$ cat src/rtl/aes128_round_ctrl_if.sv
// Handshake and datapath-control bundle between the AES-128 round controller
// (slave side) and the requester/datapath (master side).
interface aes128_round_ctrl_if;
    logic       in_valid;
    logic       in_ready;
    logic       out_valid;
    logic       out_ready;
    logic       ld_text;
    logic       ld_key;
    logic       rnd_en;
    logic       mc_en;
    logic [7:0] rcon;
    logic [3:0] round;
    logic       busy;

    modport master (
        output in_valid, out_ready,
        input  in_ready, out_valid, ld_text, ld_key, rnd_en, mc_en, rcon, round, busy
    );

    modport slave (
        input  in_valid, out_ready,
        output in_ready, out_valid, ld_text, ld_key, rnd_en, mc_en, rcon, round, busy
    );
endinterface

$ cat src/rtl/aes128_round_ctrl.sv
// AES-128 iterative round controller: sequences load, 9 full rounds and a final
// round, then holds the ciphertext until taken. Optional macro AES_CTRL_BLKCNT_EN
// adds a wrapping completed-block counter on port blk_cnt.
module aes128_round_ctrl #(
    parameter int CNT_W = 16
) (
    input  logic                  clk,
    input  logic                  rst,
    aes128_round_ctrl_if.slave    ctrl
`ifdef AES_CTRL_BLKCNT_EN
    ,
    output logic [CNT_W-1:0]      blk_cnt
`endif
);

    typedef enum logic [2:0] {
        S_IDLE  = 3'd0,
        S_INIT  = 3'd1,
        S_ROUND = 3'd2,
        S_FINAL = 3'd3,
        S_DONE  = 3'd4
    } state_t;

    state_t     state_q, state_d;
    logic [3:0] round_q, round_d;
    logic [7:0] rcon_q, rcon_d;
    logic       in_ready_s;
    logic       accept_s;

    function automatic logic [7:0] xtime(input logic [7:0] b);
        return {b[6:0], 1'b0} ^ (b[7] ? 8'h1B : 8'h00);
    endfunction

    // Back-to-back accept is allowed only in the cycle the finished block leaves.
    assign in_ready_s = rst && ((state_q == S_IDLE) ||
                                ((state_q == S_DONE) && ctrl.out_ready));
    assign accept_s   = ctrl.in_valid && in_ready_s;

    // Next-state, round index and round-constant generation.
    always_comb begin
        state_d = state_q;
        round_d = round_q;
        rcon_d  = rcon_q;
        case (state_q)
            S_IDLE: begin
                round_d = 4'd0;
                rcon_d  = 8'h00;
                if (accept_s) begin
                    state_d = S_INIT;
                end else begin
                    state_d = S_IDLE;
                end
            end
            S_INIT: begin
                state_d = S_ROUND;
                round_d = 4'd1;
                rcon_d  = 8'h01;
            end
            S_ROUND: begin
                round_d = round_q + 4'd1;
                rcon_d  = xtime(rcon_q);
                if (round_q == 4'd9) begin
                    state_d = S_FINAL;
                end else begin
                    state_d = S_ROUND;
                end
            end
            S_FINAL: begin
                state_d = S_DONE;
                round_d = 4'd10;
                rcon_d  = 8'h00;
            end
            S_DONE: begin
                if (ctrl.out_ready) begin
                    round_d = 4'd0;
                    rcon_d  = 8'h00;
                    if (ctrl.in_valid) begin
                        state_d = S_INIT;
                    end else begin
                        state_d = S_IDLE;
                    end
                end else begin
                    state_d = S_DONE;
                end
            end
            default: begin
                state_d = S_IDLE;
                round_d = 4'd0;
                rcon_d  = 8'h00;
            end
        endcase
    end

    // State, round and rcon registers with synchronous active-low reset.
    always_ff @(posedge clk) begin
        if (!rst) begin
            state_q <= S_IDLE;
            round_q <= 4'd0;
            rcon_q  <= 8'h00;
        end else begin
            state_q <= state_d;
            round_q <= round_d;
            rcon_q  <= rcon_d;
        end
    end

    assign ctrl.in_ready  = in_ready_s;
    assign ctrl.out_valid = (state_q == S_DONE);
    assign ctrl.ld_text   = (state_q == S_INIT);
    assign ctrl.ld_key    = (state_q == S_INIT);
    assign ctrl.rnd_en    = (state_q == S_ROUND) || (state_q == S_FINAL);
    assign ctrl.mc_en     = (state_q == S_ROUND);
    assign ctrl.rcon      = rcon_q;
    assign ctrl.round     = round_q;
    assign ctrl.busy      = (state_q != S_IDLE);

`ifdef AES_CTRL_BLKCNT_EN
    logic [CNT_W-1:0] blk_cnt_q;

    // Completed-block counter, wraps naturally at 2^CNT_W.
    always_ff @(posedge clk) begin
        if (!rst) begin
            blk_cnt_q <= {CNT_W{1'b0}};
        end else if ((state_q == S_DONE) && ctrl.out_ready) begin
            blk_cnt_q <= blk_cnt_q + {{(CNT_W-1){1'b0}}, 1'b1};
        end else begin
            blk_cnt_q <= blk_cnt_q;
        end
    end

    assign blk_cnt = blk_cnt_q;
`endif

endmodule

$ cat src/flat_wrapper.sv
// flat-port wrapper written by rule: the top's interface ports become plain ports
module aes128_round_ctrl_flat 
#(
    parameter int CNT_W = 16
)
  (clk, rst, ctrl_in_valid, ctrl_out_ready, ctrl_in_ready, ctrl_out_valid, ctrl_ld_text, ctrl_ld_key, ctrl_rnd_en, ctrl_mc_en, ctrl_rcon, ctrl_round, ctrl_busy);
  aes128_round_ctrl_if ctrl_i ();
  input  logic clk;
  input  logic rst;
  input wire logic [$bits(ctrl_i.in_valid)-1:0] ctrl_in_valid;
  input wire logic [$bits(ctrl_i.out_ready)-1:0] ctrl_out_ready;
  output wire logic [$bits(ctrl_i.in_ready)-1:0] ctrl_in_ready;
  output wire logic [$bits(ctrl_i.out_valid)-1:0] ctrl_out_valid;
  output wire logic [$bits(ctrl_i.ld_text)-1:0] ctrl_ld_text;
  output wire logic [$bits(ctrl_i.ld_key)-1:0] ctrl_ld_key;
  output wire logic [$bits(ctrl_i.rnd_en)-1:0] ctrl_rnd_en;
  output wire logic [$bits(ctrl_i.mc_en)-1:0] ctrl_mc_en;
  output wire logic [$bits(ctrl_i.rcon)-1:0] ctrl_rcon;
  output wire logic [$bits(ctrl_i.round)-1:0] ctrl_round;
  output wire logic [$bits(ctrl_i.busy)-1:0] ctrl_busy;
  assign ctrl_i.in_valid = ctrl_in_valid;
  assign ctrl_i.out_ready = ctrl_out_ready;
  assign ctrl_in_ready = ctrl_i.in_ready;
  assign ctrl_out_valid = ctrl_i.out_valid;
  assign ctrl_ld_text = ctrl_i.ld_text;
  assign ctrl_ld_key = ctrl_i.ld_key;
  assign ctrl_rnd_en = ctrl_i.rnd_en;
  assign ctrl_mc_en = ctrl_i.mc_en;
  assign ctrl_rcon = ctrl_i.rcon;
  assign ctrl_round = ctrl_i.round;
  assign ctrl_busy = ctrl_i.busy;
  aes128_round_ctrl #(.CNT_W(CNT_W)) u_core (.clk(clk), .rst(rst), .ctrl(ctrl_i));
endmodule
$ cat config.mk
export PLATFORM = sky130hd
export DESIGN_NAME = aes128_round_ctrl_flat
export DESIGN_NICKNAME = d
export VERILOG_FILES = /design/src/rtl/aes128_round_ctrl_if.sv /design/src/rtl/aes128_round_ctrl.sv /design/src/flat_wrapper.sv
export SDC_FILE = /design/constraint.sdc
export NUM_CORES = 1
export LEC_CHECK = 0
export ABC_CLOCK_PERIOD_IN_PS = 2600
export CORE_UTILIZATION = 48
export DETAILED_ROUTE_END_ITERATION = 8
export PLACE_DENSITY = 0.86
export SYNTH_ARGS = -nofsm -noshare
export SYNTH_HDL_FRONTEND = slang
export SYNTH_SLANG_ARGS = --single-unit
$ cat constraint.sdc
create_clock -name clk -period 2.6 [get_ports clk]
set_clock_uncertainty 0.15 [all_clocks]
set_input_delay 0.52 -clock clk [delete_from_list [all_inputs] [get_ports clk]]
set_output_delay 0.52 -clock clk [all_outputs]
set_load 0.01 [all_outputs]
==> results_dict.tcl, run 1 <==
set metrics [dict create \
    grt.overflow.total 0 \
    synth-warning-count 0 \
    rsz0062_at_grt "no" \
    slew_headroom_pct 62.65 \
    path_delay_family "buffers and inverters" \
    worst-setup-path-type "flip-flop to primary output" \
    worstSkewPairLatency_ns 0.28 \
    drt-pass1-iter-count 4 \
    ys_seq_elements 15 \
    max_cap_violations 0 \
    gp_congestion 0.7071 \
    drt_wl_total_um 1633 \
    reg2reg_from "u_core.state_q[1]" \
    status "complete, no violations" \
    placementRows 13 \
    yosys.area_share.adder_pct 3.328 \
    p_sw_uw 129.4 \
    ios 23 \
    max-vdd-ir-drop_mv 0.3814 \
    post-route-period-util_pct 95.47 \
    final_common_cell "clkdlybuf4s50_1" \
    synth_nets 95 \
    syn_area_per_cell_um2 8.449 \
    cts_hold_buf 0 \
    dp.cells 124 \
    start_util_pct 54.39 \
    cts_root_buf "clkbuf_4" \
    muxShareOfSynthArea_pct 0 \
    grt_pass1_wl_um 2670 \
    required_ns 1.93 \
    postCtsSetupRepairBufs 0 \
    intPower_uw 343.5 \
    clk_pin_slew_ns 0.09 \
    maxSlewViolCount 0 \
    crit_buf_inv 1 \
    clock_power_share_pct 28.2 \
    synthDistinctLibCells 27 \
    drt-wirelength-per-cell_um 12.76 \
    worst_setup_path_start_kind "flip-flop" \
    min_path_type "flip-flop to flip-flop" \
    die_w_um 41.58 \
    power_density_mw_per_mm2 466.6 \
    hold_viol 0 \
    finalSetupViolCount 0 \
    synth_top_family_by_area "simple AND/OR/NAND/NOR gates" \
    cts_buffer_depth 2 \
    max_clock_freq_ghz 0.4029 \
    critical_path.slowest_cell "clkdlybuf4s50_1" \
    final_cell_mix "clkdlybuf4s50_1 (22), dfxtp_1 (15), nand2_1 (12)" \
    final_antenna_net_count 0 \
    io_buffer_count 22 \
    cts_buffers 3 \
    synth_xor_area_share_pct 4.659 \
    final.setup.tns_ns 0 \
    instances_no_fill 128 \
    grtUsageTotal_pct 20.09 \
    rrSetupSlack_ns 0.83 \
    synthCells 89 \
    grt_pass1_vias 617 \
    critPathMaxFanout 10 \
    reg2reg_depth 4 \
    critPathLaunch "u_core.state_q[1]" \
    path_cells "nor3b_4, clkdlybuf4s50_1" \
    finalPower_uw 472.9 \
    diodes 0 \
    numClockSinks 15 \
    yosys.area_share.simple_pct 25.96 \
    endpoint_kind "primary output" \
    worstReg2RegEnd "u_core.ctrl.round[3]" \
    htreeDepth 1 \
    vias_per_cell 5.414 \
    synthToLayoutAreaGrowth_pct 34.78 \
    cts_resized 0 \
    grt_max_degree 13 \
    num_vias 693 \
    cts_tree "built" \
    drc 0 \
    min_period_ns 2.482 \
    antenna_found_initial 0 \
    power_frac_comb_pct 19.0 \
    tightest_slew_ns 0.5565 \
    p_leak_nw 0.3530 \
    yosysSeqAreaShare_pct 39.93 \
    cp.arrival_ns 1.81 \
    layout-drive-gt1-share_pct 11.50 \
    pwr-share-seq_pct 52.8 \
    synth-compound-area-share_pct 16.64 \
    fillers 111 \
    die_h_um 41.58 \
    synth_area_um2 752.0 \
    coreArea_mm2 0.001383 \
    endpoint "ctrl_mc_en" \
    hpwl_um 1175 \
    dieArea_mm2 0.001729 \
    switching_share_pct 27.36 \
    dr.first_iter.drc_count 25 \
    slowest_delay_ns 0.60 \
    crit_cells 2 \
    final_nets 120 \
]
==> per-stage QoR <==
stage	hold WS (ns)	utilization (%)	area, um2	worst slack [ns]
floorplan	0.3383	-	752.0	0.6406
global placement	0.3050	70.86	979.7	0.2028
detailed placement	0.3134	70.86	979.7	0.1954
CTS	0.3264	72.85	1007	0.08443
global route	0.3560	73.30	1013	0.06316
finish	0.3239	73.30	1013	0.1178
==> sequential cells by signal (all words and copies together), names as in the netlist <==
signal,flops
u_core.state_q,3
u_core.ctrl.round,4
u_core.ctrl.rcon,8
==> area by class of cell <==
class,count,area [um2],area share [%]
clock buffers,3,22.52,2.222
repair buffers,27,257.7,25.43
well taps,15,18.77,1.852
inverters,6,22.52,2.222
clock inverters,1,5.005,0.4938
flip-flops and latches,15,300.3,29.63
multi-input cells,61,386.6,38.15
==> cell families (layout without fill, tap and decap cells) <==
group                    after synthesis  in the layout
adder cells (fa/ha/maj)                2              2
AO/OA/AOI/OAI                         22             22
AND/OR/NAND/NOR                       33             33
buffers and inverters                 13             37
XOR/XNOR                               4              4
flip-flops                            15             15
==> power groups by stage <==
stage          Sequential [mW]  Clock (mW)  Combinational (mW)
6_report                 0.250       0.133              0.0900
2_1_floorplan            0.248           0              0.0513
3_5_place_dp             0.254           0              0.0879
5_1_grt                  0.251       0.144              0.0965
4_1_cts                  0.249       0.136              0.0886
3_3_place_gp             0.254           0              0.0850
==> synthesized netlist by cell type (all sizes together) <==
cell	count	area share, %
nand4b	1	1.2
nor4b	1	3.2
buf	7	6.5
or3b	1	1.2
xnor2	4	4.7
nor3	2	1.3
a221oi	1	1.2
nor2	6	3.0
o21ai	5	3.3
or4b	1	1.8
dfxtp	15	40
inv	6	3.0
a211oi	3	3.0
a31oi	1	0.83
ha	2	3.3
nand2	12	6.0
a21oi	11	7.3
nor3b	3	3.7
or3	2	1.7
nor2b	2	1.7
nand3	2	1.3
a22oi	1	1.0
==> tightest hold or removal path, delay by kind of cell, from the launching register on <==
kind / cells / cell delay [ns]
AOI/OAI and AO/OA: 1 / 0.05
and+or+nand+nor: 1 / 0.05
DFF: 1 / 0.33
==> layer usage <==
metal  part of all wire [%]  track usage (%)
met5                      0                0
met4                    2.3            11.61
met3                    4.2            2.609
met2                     46            28.75
met1                     48            28.65
==> worst min path at each step <==
stage                     slack (ns)  cells past startpoint                 from                   to
after global routing            0.36                      2  u_core.ctrl.rcon[6]  u_core.ctrl.rcon[6]
after detailed placement        0.31                      2  u_core.ctrl.rcon[5]  u_core.ctrl.rcon[6]
final                           0.32                      2  u_core.ctrl.rcon[5]  u_core.ctrl.rcon[6]
after global placement          0.30                      2  u_core.ctrl.rcon[6]  u_core.ctrl.rcon[6]
after CTS                       0.33                      2  u_core.ctrl.rcon[5]  u_core.ctrl.rcon[6]
after floorplan                 0.34                      2  u_core.ctrl.rcon[5]  u_core.ctrl.rcon[5]
Note: power is estimated with default switching activity, not from simulation.
==> run 2: changes to the inputs <==
--- a/config.mk
+++ b/config.mk
@@ -5,7 +5,6 @@
 export SDC_FILE = /design/constraint.sdc
 export NUM_CORES = 1
 export LEC_CHECK = 0
-export ABC_CLOCK_PERIOD_IN_PS = 2600
 export CORE_UTILIZATION = 48
 export DETAILED_ROUTE_END_ITERATION = 8
 export PLACE_DENSITY = 0.86
==> results of run 2 <==
The final DEF is identical to that of run 1; final timing and power are the same.
